<file path="src/rtl/mult_operand_sequencer_if.sv">
// Operand, multiplier-control and result signals of the serial-multiplier sequencer.
// The slave modport is the sequencer side; master is the surrounding producer/multiplier/consumer.
interface mult_operand_sequencer_if #(
  parameter int Width = 4
);
  logic                 in_valid;
  logic                 in_ready;
  logic [Width-1:0]     in_a;
  logic [Width-1:0]     in_b;
  logic                 mul_en;
  logic [Width-1:0]     mul_a;
  logic [Width-1:0]     mul_b;
  logic                 mul_done;
  logic [2*Width-1:0]   mul_product;
  logic                 out_valid;
  logic                 out_ready;
  logic [2*Width-1:0]   out_product;
  logic [Width-1:0]     out_a;
  logic [Width-1:0]     out_b;
  logic                 out_err;

  modport slave (
    input  in_valid, in_a, in_b, mul_done, mul_product, out_ready,
    output in_ready, mul_en, mul_a, mul_b, out_valid, out_product, out_a, out_b, out_err
  );

  modport master (
    output in_valid, in_a, in_b, mul_done, mul_product, out_ready,
    input  in_ready, mul_en, mul_a, mul_b, out_valid, out_product, out_a, out_b, out_err
  );
endinterface

</file>
<file path="src/rtl/mult_operand_sequencer.sv">
// Queues operand pairs and runs them one at a time through a serial multiplier; pop 1 cycle after accept, result 1 cycle after qualified done.
// in_ready drops only when the FIFO is full; a result is held in HOLD until out_ready.
module mult_operand_sequencer #(
  parameter int Width   = 4,
  parameter int DEPTH   = 4,
  parameter int TIMEOUT = 64
) (
  input  logic                      clk,
  input  logic                      reset,
  mult_operand_sequencer_if.slave   bus,
  output logic                      busy
);
  localparam int AW = $clog2(DEPTH);
  localparam int CW = $clog2(TIMEOUT);

  typedef struct packed {
    logic [Width-1:0] a;
    logic [Width-1:0] b;
  } pair_t;

  typedef enum logic [1:0] {IDLE, LAUNCH, WAIT, HOLD} state_t;

  state_t          state, state_nxt;
  pair_t           mem [DEPTH];
  logic [AW-1:0]   wr_ptr, rd_ptr;
  logic [AW:0]     count;
  logic            full, empty, push, pop;
  logic            done_hit, tmo_hit, done_armed;
  logic [CW-1:0]   tmo_cnt;

  assign full         = (count == (AW+1)'(DEPTH));
  assign empty        = (count == '0);
  assign bus.in_ready = !full;
  assign push         = bus.in_valid && !full;
  assign pop          = (state == IDLE) && !empty;
  assign busy         = !empty || (state != IDLE);

  // Only a done that follows a low level seen in this WAIT counts, so a stale high is ignored.
  assign done_hit = (state == WAIT) && done_armed && bus.mul_done;
  assign tmo_hit  = (state == WAIT) && !done_hit && (tmo_cnt == CW'(TIMEOUT - 1));

  always_ff @(posedge clk) begin
    if (push) mem[wr_ptr] <= '{a: bus.in_a, b: bus.in_b};
  end

  always_ff @(posedge clk or negedge reset) begin
    if (!reset) begin
      wr_ptr <= '0;
      rd_ptr <= '0;
      count  <= '0;
    end else begin
      if (push) wr_ptr <= wr_ptr + AW'(1);
      if (pop)  rd_ptr <= rd_ptr + AW'(1);
      case ({push, pop})
        2'b10:   count <= count + (AW+1)'(1);
        2'b01:   count <= count - (AW+1)'(1);
        default: count <= count;
      endcase
    end
  end

  always_ff @(posedge clk or negedge reset) begin
    if (!reset) state <= IDLE;
    else        state <= state_nxt;
  end

  always_comb begin
    state_nxt = state;
    case (state)
      IDLE:    if (!empty) state_nxt = LAUNCH;
      LAUNCH:  state_nxt = WAIT;
      WAIT:    if (done_hit || tmo_hit) state_nxt = HOLD;
      HOLD:    if (bus.out_ready) state_nxt = IDLE;
      default: state_nxt = IDLE;
    endcase
  end

  always_comb begin
    bus.mul_en    = (state == LAUNCH);
    bus.out_valid = (state == HOLD);
  end

  always_ff @(posedge clk or negedge reset) begin
    if (!reset) begin
      bus.mul_a       <= '0;
      bus.mul_b       <= '0;
      bus.out_product <= '0;
      bus.out_a       <= '0;
      bus.out_b       <= '0;
      bus.out_err     <= 1'b0;
      tmo_cnt         <= '0;
      done_armed      <= 1'b0;
    end else begin
      if (pop) begin
        bus.mul_a <= mem[rd_ptr].a;
        bus.mul_b <= mem[rd_ptr].b;
      end
      if (state == LAUNCH) begin
        tmo_cnt    <= '0;
        done_armed <= 1'b0;
      end
      if (state == WAIT) begin
        if (!bus.mul_done) done_armed <= 1'b1;
        if (!done_hit && !tmo_hit) tmo_cnt <= tmo_cnt + CW'(1);
      end
      if (done_hit) begin
        bus.out_product <= bus.mul_product;
        bus.out_a       <= bus.mul_a;
        bus.out_b       <= bus.mul_b;
        bus.out_err     <= 1'b0;
      end else if (tmo_hit) begin
        bus.out_product <= '0;
        bus.out_a       <= bus.mul_a;
        bus.out_b       <= bus.mul_b;
        bus.out_err     <= 1'b1;
      end
    end
  end
endmodule

</file>
<file path="src/flat_wrapper.sv">
// flat-port wrapper written by rule: the top's interface ports become plain ports
module mult_operand_sequencer_flat 
#(
  parameter int Width   = 4,
  parameter int DEPTH   = 4,
  parameter int TIMEOUT = 64
)
  (clk, reset, busy, bus_in_valid, bus_in_a, bus_in_b, bus_mul_done, bus_mul_product, bus_out_ready, bus_in_ready, bus_mul_en, bus_mul_a, bus_mul_b, bus_out_valid, bus_out_product, bus_out_a, bus_out_b, bus_out_err);
  mult_operand_sequencer_if #(.Width(Width)) bus_i ();
  input  logic clk;
  input  logic reset;
  output logic busy;
  input wire logic [$bits(bus_i.in_valid)-1:0] bus_in_valid;
  input wire logic [$bits(bus_i.in_a)-1:0] bus_in_a;
  input wire logic [$bits(bus_i.in_b)-1:0] bus_in_b;
  input wire logic [$bits(bus_i.mul_done)-1:0] bus_mul_done;
  input wire logic [$bits(bus_i.mul_product)-1:0] bus_mul_product;
  input wire logic [$bits(bus_i.out_ready)-1:0] bus_out_ready;
  output wire logic [$bits(bus_i.in_ready)-1:0] bus_in_ready;
  output wire logic [$bits(bus_i.mul_en)-1:0] bus_mul_en;
  output wire logic [$bits(bus_i.mul_a)-1:0] bus_mul_a;
  output wire logic [$bits(bus_i.mul_b)-1:0] bus_mul_b;
  output wire logic [$bits(bus_i.out_valid)-1:0] bus_out_valid;
  output wire logic [$bits(bus_i.out_product)-1:0] bus_out_product;
  output wire logic [$bits(bus_i.out_a)-1:0] bus_out_a;
  output wire logic [$bits(bus_i.out_b)-1:0] bus_out_b;
  output wire logic [$bits(bus_i.out_err)-1:0] bus_out_err;
  assign bus_i.in_valid = bus_in_valid;
  assign bus_i.in_a = bus_in_a;
  assign bus_i.in_b = bus_in_b;
  assign bus_i.mul_done = bus_mul_done;
  assign bus_i.mul_product = bus_mul_product;
  assign bus_i.out_ready = bus_out_ready;
  assign bus_in_ready = bus_i.in_ready;
  assign bus_mul_en = bus_i.mul_en;
  assign bus_mul_a = bus_i.mul_a;
  assign bus_mul_b = bus_i.mul_b;
  assign bus_out_valid = bus_i.out_valid;
  assign bus_out_product = bus_i.out_product;
  assign bus_out_a = bus_i.out_a;
  assign bus_out_b = bus_i.out_b;
  assign bus_out_err = bus_i.out_err;
  mult_operand_sequencer #(.Width(Width), .DEPTH(DEPTH), .TIMEOUT(TIMEOUT)) u_core (.clk(clk), .reset(reset), .bus(bus_i), .busy(busy));
endmodule
</file>
<file path="config.mk">
export PLATFORM = sky130hd
export DESIGN_NAME = mult_operand_sequencer_flat
export DESIGN_NICKNAME = d
export VERILOG_FILES = /design/src/rtl/mult_operand_sequencer_if.sv /design/src/rtl/mult_operand_sequencer.sv /design/src/flat_wrapper.sv
export SDC_FILE = /design/constraint.sdc
export NUM_CORES = 1
export LEC_CHECK = 0
export ABC_AREA = 1
export BUFFER_PORTS_ARGS = -buffer_cell sky130_fd_sc_hd__buf_2
export CAP_MARGIN = 20
export CORE_ASPECT_RATIO = 1.5
export CORE_UTILIZATION = 50
export CTS_CLUSTER_SIZE = 12
export DETAILED_ROUTE_END_ITERATION = 8
export PLACE_DENSITY_LB_ADDON = 0.2
export SLEW_MARGIN = 20
export SYNTH_ARGS = -nofsm -noshare
export SYNTH_HDL_FRONTEND = slang
export SYNTH_SLANG_ARGS = --single-unit
</file>
<file path="constraint.sdc">
create_clock -name clk -period 2.1 [get_ports clk]
set_input_delay 0.105 -clock clk [delete_from_list [all_inputs] [get_ports clk]]
set_output_delay 0.105 -clock clk [all_outputs]
set_load 0.03 [all_outputs]
</file>
---- Word level (Yosys, flattened, before mapping) ----
Memories as Yosys holds them, arrays and structs flattened. A register that Yosys moved wholly into a read port is not among the register bits.
Index checks and enable logic that the tools add are counted.
storage, ports and cells
  memories ................................ 1
  word-level logic and storage cells ...... 67
  flip-flop bits (word level) ............. 33
  RAM bits ................................ 32
  output and inout bits ................... 29
operators by class
  multiplexer cells ....................... 21
  reduce and logical (&&, ||, !) cells .... 20
  equality and inequality tests ........... 10
  add/sub/neg operators ................... 5
memories
  name        depth  width  rd ports  clocked after memory_dff  wr ports  RTL line                      source
  u_core.mem  4      8      1         1                         1         mult_operand_sequencer.sv:24  pair_t mem [DEPTH];
operator list
  kind                                                 number
  2-to-1 mux 6 bit                                     3
  2-to-1 mux 4 bit                                     4
  2-to-1 mux 8 bit                                     2
  one-hot mux 2 bit (4 select lines)                   1
  logical AND 1 bit                                    7
  2-to-1 mux 1 bit                                     7
  adder 6 x 1 -> 6 bit, second input constant          1
  equality test 2 bit, second input constant           3
  equality test 6 bit, second input constant           1
  2-to-1 mux 2 bit                                     3
  inequality test 2 bit, second input constant         3
  one-hot mux 3 bit (2 select lines)                   1
  nonzero test 2 bit                                   3
  zero test 1 bit                                      5
  adder 2 x 1 -> 2 bit, second input constant          2
  equality test 2 x 1 -> 1 bit, second input constant  2
  adder 3 x 1 -> 3 bit, second input constant          1
  equality test 3 bit, second input constant           1
  zero test 3 bit                                      1
  AND reduction 3 bit                                  1
  subtractor 3 x 1 -> 3 bit, second input constant     1
  zero test 2 bit                                      1
  logical OR 1 bit                                     2

---- Depth between registers and ports, before layout ----
Gate-level depths: netlist of the first run.
  depth in word-level cells ............... 10
  depth in mapped cells ................... 10
  mapped depth without buffers ............ 10

---- Worst setup path after synthesis of the first run ----
OpenSTA, ideal clock, no wires.
  path type ............................... register -> register
  start point ............................. register u_core.count[1]
  end point ............................... register u_core.count[2]
  setup slack ............................. 0.061 ns
  library setup time ...................... 0.131 ns
  data arrival time ....................... 1.908 ns
  required time ........................... 1.969 ns
  buffers on the path ..................... 0
  stages on the path, launching flop included .. 10
  cells stage by stage .................... dfrtp_1 > nor2_1 > nand2_1 > nand2_2 > ha_1 > inv_1 > fa_1 > a21oi_1 > o21ai_0 > xor2_1
between the ends
  longest elaborated chain between the ends .. 5
ends and longest elaborated chain
  what                                                                             RTL line                      source
  from (decl)                                                                      mult_operand_sequencer.sv:26  logic [AW:0] count;
  from (signal assigned)                                                           mult_operand_sequencer.sv:55  2'b10: count <= count + (AW+1)'(1);
  from (signal assigned)                                                           mult_operand_sequencer.sv:56  2'b01: count <= count - (AW+1)'(1);
  from (signal assigned)                                                           mult_operand_sequencer.sv:57  default: count <= count;
  equality test 3 bit (*)                                                          mult_operand_sequencer.sv:31  assign full = (count == (AW+1)'(DEPTH));
  zero test 1 bit (*)                                                              -
  named net bus_in_ready                                                           flat_wrapper.sv:19            output wire logic [$bits(bus_i.in_ready)-1:0] bus_in_ready;
  logical AND 1 bit (*)                                                            mult_operand_sequencer.sv:34  assign push = bus.in_valid && !full;
  equality test 2 x 1 -> 1 bit / equality test 2 bit (equally long branches)       mult_operand_sequencer.sv:54  case ({push, pop})
  one-hot mux 3 bit (2 select lines) / nonzero test 2 bit (equally long branches)  -
Mark *: on every way through the listed nets, which the timed path passes. The rest lies on a longest branch.
A chain may end at the register's enable or synchronous reset.

---- Worst setup path after layout of the first run ----
  start point ............................. register u_core.state[0]
  end point ............................... register u_core.count[2]
between the ends
  longest elaborated chain between the ends .. 4
ends and longest elaborated chain
  what                                                                             RTL line                      source
  from (decl)                                                                      mult_operand_sequencer.sv:23  state_t state, state_nxt;
  from (signal assigned)                                                           mult_operand_sequencer.sv:64  else state <= state_nxt;
  zero test 2 bit (*)                                                              mult_operand_sequencer.sv:35  assign pop = (state == IDLE) && !empty;
  logical AND 1 bit (*)                                                            mult_operand_sequencer.sv:35
  named net u_core.pop                                                             mult_operand_sequencer.sv:27  logic full, empty, push, pop;
  equality test 2 x 1 -> 1 bit / equality test 2 bit (equally long branches)       mult_operand_sequencer.sv:54
  one-hot mux 3 bit (2 select lines) / nonzero test 2 bit (equally long branches)  -
Marked as above.

==> results of run 1 <==
## Yosys cell counts, types with 2 or more instances
cell | count | share of area (%)
a21oi_1 | 11 | 1.7
buf_2 | 3 | 0.47
buf_6 | 3 | 1.1
dfrtp_1 | 41 | 32
edfxtp_1 | 32 | 30
ha_1 | 10 | 3.9
inv_1 | 26 | 3.1
inv_2 | 2 | 0.24
nand2_1 | 64 | 7.6
nand2_2 | 3 | 0.59
nand3_1 | 25 | 3.9
nor2_1 | 60 | 7.1
o21ai_0 | 20 | 3.2
or2_2 | 2 | 0.39
xnor2_1 | 2 | 0.55
xor2_1 | 3 | 0.83
## critical path, delay by kind of cell, from the launching register on
| family | cells | cell delay [ps] |
|---|---|---|
| compound gates | 2 | 280 |
| xor+xnor | 1 | 170 |
| flops | 1 | 400 |
| buf+inv | 3 | 230 |
| fa+ha+maj | 3 | 730 |
| simple gates | 1 | 70 |
## final cells by class
class	instances	area share [%]
Clock buffer	10	3.49
Clock inverter	6	2.06
Inverter	28	2.66
Multi-Input combinational cell	207	26.1
Sequential cell	73	50.3
Tap cell	74	2.34
Timing Repair Buffer	79	13.1
## per-stage QoR
step / setup WS, ps / hold WS (ps) / power, W / util, % / instance area (µm²)
floorplan: 60.8 / -191 / 0.00399 / - / 3170
global placement: 221 / 290 / 0.00464 / 57.5 / 3520
detailed placement: 108 / 304 / 0.00473 / 57.5 / 3520
CTS: 94.2 / 173 / 0.00596 / 64.0 / 3920
global route: 8.71 / 202 / 0.00641 / 64.4 / 3950
finish: 94.6 / 184 / 0.00594 / 64.4 / 3950
## kinds of logic after synthesis
family / synth area share (%)
XOR/XNOR: 1.38
buffers and inverters: 4.97
AND/OR/NAND/NOR: 21.0
adder cells (fa/ha/maj): 4.58
flip-flops: 62.6
AO/OA/AOI/OAI: 5.40
## path summary, 6_finish.rpt
path	start	end	slack, ps
max	u_core.state[0]	u_core.count[2]	90
min	bus_in_valid	u_core.wr_ptr[0]	180
max reg2reg	u_core.state[0]	u_core.count[2]	90
min reg2reg	u_core.bus.out_product[0]	u_core.bus.out_product[0]	500
max in group asynchronous	reset	u_core.bus.out_product[0]	1110
min in group asynchronous	reset	u_core.tmo_cnt[4]	420
## metal layers
metal	vias to the layer above	global-route usage [%]	wire length, µm
met3	9	5.05	216
met5	-	0	0
met1	1107	25.6	2720
met2	49	34.1	3110
li1	1192	-	-
met4	0	11.1	131
## report_power, final
group	switching, W	total, W	internal, W
Combinational	0.00163	0.00248	0.000846
Clock	0.000492	0.00118	0.000692
Sequential	0.000291	0.00227	0.00198
Total	0.00241	0.00594	0.00352
## state kept, by name (all words and copies together) (netlist names)
register                flops
u_core.bus.mul_a            4
u_core.bus.mul_b            4
u_core.bus.out_a            4
u_core.bus.out_b            4
u_core.bus.out_err          1
u_core.bus.out_product      8
u_core.count                3
u_core.done_armed           1
u_core.mem                 32
u_core.rd_ptr               2
u_core.state                2
u_core.tmo_cnt              6
u_core.wr_ptr               2
## what timing repair did
item,in CTS,in global routing
hold endpoints to repair,82,0
setup endpoints to repair,0,1
buffers inserted,0,3
resized for setup,0,1
hold buffers,18,0
==> impl_metrics.csv, run 1 <==
group,metric,value,unit
floorplanning,core,6130,µm²
synth,synth_edf_count,32,
floorplanning,ios,50,
layout,area_growth_syn_to_layout,24.5,%
synth,ys_seq_area_share,62.6,%
sta,relSlewSlack,40.1,%
route,routed_via_density,4.94,
route,antenna_left,0,
critical_path,crit_required,2310,ps
grt,grt_max_degree,42,
synth,synthCells,315,
route,wl_per_cell,12.9,µm
layout,drive_above_1_share,21.8,%
clock_network,numCtsBuffers,9,
sta,finClkSkew,4.21,ps
synth,synth_ff_type,"dfrtp_1",
layout,nNetsFinal,430,
sta,hold_viol_final,0,
sta,finalSetupViolations,0,
floorplanning,die-area,6670,µm²
critical_path,ff2ff_path_depth,10,
floorplanning,initial_utilization,51.7,%
placement,io_buffers,49,
power,p_leak,1.86,nW
placement,gp_congestion,0.729,
clock_network,cts.sinks,73,
grt,grt_pass1_vias,2232,
critical_path,endpoint_kind,"register",
clock_network,cts-root-buf,"clkbuf_8",
critical_path,cp_slowest_cell,"dfrtp_1",
floorplanning,num_rows,35,
sta,tightest_slew,899,ps
route,drc_errors,0,
grt,antenna_found_initial,0,
clock_network,cts_max_path_buffers,2,
power,power_density,1500,nW/µm²
sta,tns,0,ps
layout,regArea,1990,µm²
synth,synthArstFlopShare,56.2,%
synth,yosys_warnings,0,
critical_path,worstSetupStartpointType,"register",
layout,final_common_cell,"nand2_1",
sta,drv_slew,0,
placement,dp.cells,440,
layout,n_antenna_cell,0,
min_path,hold_depth,4,
synth,syn_avg_cell_area,10.1,µm²
route,firstDrtPassIters,4,
grt,track_usage,21.1,%
layout,finalNonFillerCells,477,
run,drv_cap,0,
power,peakVddDrop,0.000646,V
critical_path,critPathMaxStageDelay,400,ps
floorplanning,die-width,67.0,µm
synth,synth_area,3170,µm²
critical_path,cp_max_fo,3,
layout,multi_input_area,1030,µm²
grt,grt_pass1_wl,10300,µm
route,vias,2357,
min_path,holdCritPathClass,"primary input to register",
layout,nFillCells,515,
critical_path,arrival,2220,ps
floorplanning,die_h,99.5,µm
critical_path,crit_top_cell,"inv_1",
clock_network,clk_pin_slew,70,ps
status,status,"finished clean",
synth,syn_nets,347,
clock_network,clk_latency,340,ps
critical_path,cp_cell_sequence,"inv_1 -> ha_2 -> nand2_2 -> inv_2 -> ha_1 -> inv_1 -> fa_1 -> a21oi_1 -> o21ai_0 -> xor2_1",
sta,finalCritPeriodShare,95.5,%
clock_network,cts_max_level,3,
sta,min_period,2010,ps
clock_network,cts_tree,"built",
sta,rsz0062_at_grt,"no",
critical_path,critPathKind,"register to register",
layout,mostFrequentLayoutCells,"nand2_1, nor2_1, buf_2",
route,drt-initial-drc-count,157,
synth,synth_cell_types,24,
route,wl,6180,µm
synth,ys_ff_latch,73,
sta,clock.fmax,499,MHz
placement,hpwlAfterDp,4150,µm
grt,grt_overflow,0,
No activity file was read; power rests on OpenSTA's default activity.
==> inputs of run 2 (changes only) <==
--- a/config.mk
+++ b/config.mk
@@ -5,7 +5,6 @@
 export SDC_FILE = /design/constraint.sdc
 export NUM_CORES = 1
 export LEC_CHECK = 0
-export ABC_AREA = 1
 export BUFFER_PORTS_ARGS = -buffer_cell sky130_fd_sc_hd__buf_2
 export CAP_MARGIN = 20
 export CORE_ASPECT_RATIO = 1.5
==> impl_metrics.csv, run 2 <==
group,metric,value,unit
route,wl,5200,µm
route,drc_errors,0,
placement,io_buffers,49,
grt,grt_max_degree,42,
critical_path,cp_slowest_cell,"dfrtp_1",
route,vias,1826,
grt,track_usage,18.3,%
floorplanning,num_rows,34,
critical_path,rr_endpoint,"u_core.count[2]",
power,p_leak,1.65,nW
critical_path,arrival,2220,ps
sta,relSlewSlack,40.0,%
synth,synthCells,205,
grt,grt_overflow,0,
clock_network,cts-root-buf,"clkbuf_8",
critical_path,ff2ff_path_depth,10,
synth,yosys-top-cells-area,"dfrtp_1, edfxtp_1, mux2_2, mux4_2, ha_1",
synth,synth_top_area_share,33.6,%
sta,finalSetupViolations,0,
clock_network,numCtsBuffers,9,
floorplanning,die-area,6430,µm²
critical_path,cp_top_family,"adder cells",
placement,hpwlAfterDp,3500,µm
synth,syn_nets,237,
critical_path,worstSetupStartpointType,"register",
power,peakVddDrop,0.000607,V
route,routed_via_density,5.06,
power,power_density,1500,nW/µm²
grt,antenna_found_initial,0,
critical_path,crit_required,2370,ps
clock_network,clk_pin_slew,80,ps
sta,hold_viol_final,0,
min_path,hold_depth,3,
critical_path,cp_max_fo,6,
synth,synth_top_area_cell,"dfrtp_1",
layout,nFillCells,438,
clock_network,cts.sinks,73,
layout,top_regs,"u_core.mem x32, u_core.bus.out_product x8, u_core.tmo_cnt x6",
layout,largest-register,"u_core.mem",
synth,synthArstFlopShare,56.2,%
status,status,"finished clean",
synth,synth_ff_type,"dfrtp_1",
synth,synthTopCellsByCount,"dfrtp_1, edfxtp_1, nand2_1",
min_path,holdCritPathClass,"primary input to register",
clock_network,cts_tree,"built",
sta,finalCritPeriodShare,93.0,%
critical_path,critPathMaxStageDelay,380,ps
sta,tns,0,ps
layout,area_growth_syn_to_layout,23.6,%
critical_path,crit_buf_inv,3,
critical_path,critPathKind,"register to register",
layout,nNetsFinal,316,
critical_path,cp_cell_sequence,"inv_1 -> nand3_2 -> and2_4 -> inv_1 -> ha_2 -> inv_1 -> fa_1 -> xor2_1 -> nor2_1 -> xor2_1",
layout,largest_reg_flops,32,
layout,mostFrequentLayoutCells,"buf_2, dfrtp_1, edfxtp_1",
synth,synth_cell_types,31,
clock_network,cts_max_level,3,
critical_path,critPathLaunch,"u_core.count[1]",
sta,drv_slew,0,
placement,pre_cts_slack,88.5,ps
synth,yosysMostFrequentCell,"dfrtp_1",
clock_network,clk_latency,340,ps
critical_path,regToRegStartpoint,"u_core.count[1]",
synth,synth_edf_count,32,
critical_path,crit_top_cell,"inv_1",
sta,min_period,1950,ps
clock_network,cts_max_path_buffers,2,
placement,gp_congestion,0.707,
grt,grt_pass1_vias,1887,
critical_path,endpoint_kind,"register",
route,wl_per_cell,14.4,µm
min_path,hold_end,"u_core.state[0]",
min_path,hold_start,"bus_out_ready",
synth,ys_seq_area_share,65.0,%
floorplanning,initial_utilization,52.4,%
sta,rsz0062_at_grt,"no",
synth,yosys_warnings,0,
sta,finClkSkew,8.77,ps
layout,final_common_cell,"buf_2",
run,drv_cap,0,
floorplanning,die_h,97.7,µm
floorplanning,die-width,65.8,µm
route,antenna_left,0,
floorplanning,core,5830,µm²
sta,tightest_slew,901,ps
sta,clock.fmax,512,MHz
route,drt-initial-drc-count,61,
route,firstDrtPassIters,4,
critical_path,r2r_setup_slack,150,ps
grt,grt_pass1_wl,8670,µm
synth,syn_avg_cell_area,14.9,µm²
layout,n_antenna_cell,0,
sta,setup_ws,147,ps
floorplanning,ios,50,
synth,synth_area,3060,µm²
power,power,0.00567,W
layout,drive_above_1_share,38.4,%
synth,ys_ff_latch,73,
## run 2: changes by cell type in the layout (fill, tap and decap cells not counted), sizes merged, moves of 8 or more
| cell | previous run | this run |
|---|---|---|
| nor2 | 61 | 7 |
| nand2 | 67 | 21 |
| mux2 | 0 | 19 |
| nand3 | 27 | 8 |
| inv | 28 | 11 |
| a21oi | 12 | 3 |
| mux4 | 0 | 8 |
## run 2: kinds of logic (layout without fill, tap and decap cells)
kind of cell    after synthesis  after routing  share of synthesized area, %
mux                          28             28                          13.5
buf+inv                      15             99                          1.92
fa+ha+maj                    11             11                          4.75
compound gates               23             23                          5.24
simple gates                 48             48                          7.58
xor+xnor                      7              7                          2.01
flops                        73             73                          65.0
## run 2: per-stage QoR
step	area [µm²]	utilization, %	hold WS [ps]	cells
after floorplan	3060	-	-191	205
after global placement	3410	58.5	291	326
after detailed placement	3410	58.5	291	326
after CTS	3750	64.4	76.8	359
after global routing	3780	64.8	106	361
final	3780	64.8	92.9	361
## run 2: what timing repair did
item                                    4_1_cts  5_1_grt
hold endpoints to repair                     81        0
hold buffers                                 17        0
buffers inserted                              0        2
endpoints found under the setup margin        0        1
resized for setup                             0        6
## run 2: worst min-delay path: stages
cell and delay [ps]:
buf_2 70, nand2b_1 130, a22oi_1 80
## run 2: worst max-delay path by stage
stage                           end  cells after the start
floorplan           u_core.count[2]                     10
global placement    u_core.count[2]                      9
detailed placement  u_core.count[2]                      9
CTS                 u_core.count[2]                      9
global route        u_core.count[2]                     10
finish              u_core.count[2]                     10
## run 2: per-layer routing
layer	GRT usage, %	vias to the layer above	part of all wire (%)	routed length (µm)
met5	0	-	0	0
met4	6.52	0	1.6	84
met3	5.84	7	4.2	216
met2	30.8	42	53	2740
met1	21.4	881	42	2160
li1	-	896	-	-
## run 2: layout make-up
class | count | area [µm²] | area share [%]
inverter | 11 | 41.3 | 1.09
clock inverter | 6 | 45.0 | 1.19
multi-input combinational | 117 | 1020 | 27.1
tap | 72 | 90.1 | 2.39
sequential | 73 | 1990 | 52.6
clock buffer | 10 | 128 | 3.38
timing repair buffer | 72 | 460 | 12.2
## run 2: power by group
| group | leakage (nW) | total [W] | internal, W | switching, W |
|---|---|---|---|---|
| Combinational | 0.775 | 0.00240 | 0.00103 | 0.00137 |
| Sequential | 0.794 | 0.00232 | 0.00201 | 0.000311 |
| Clock | 0.0785 | 0.000948 | 0.000430 | 0.000518 |
| Total | 1.65 | 0.00567 | 0.00347 | 0.00220 |
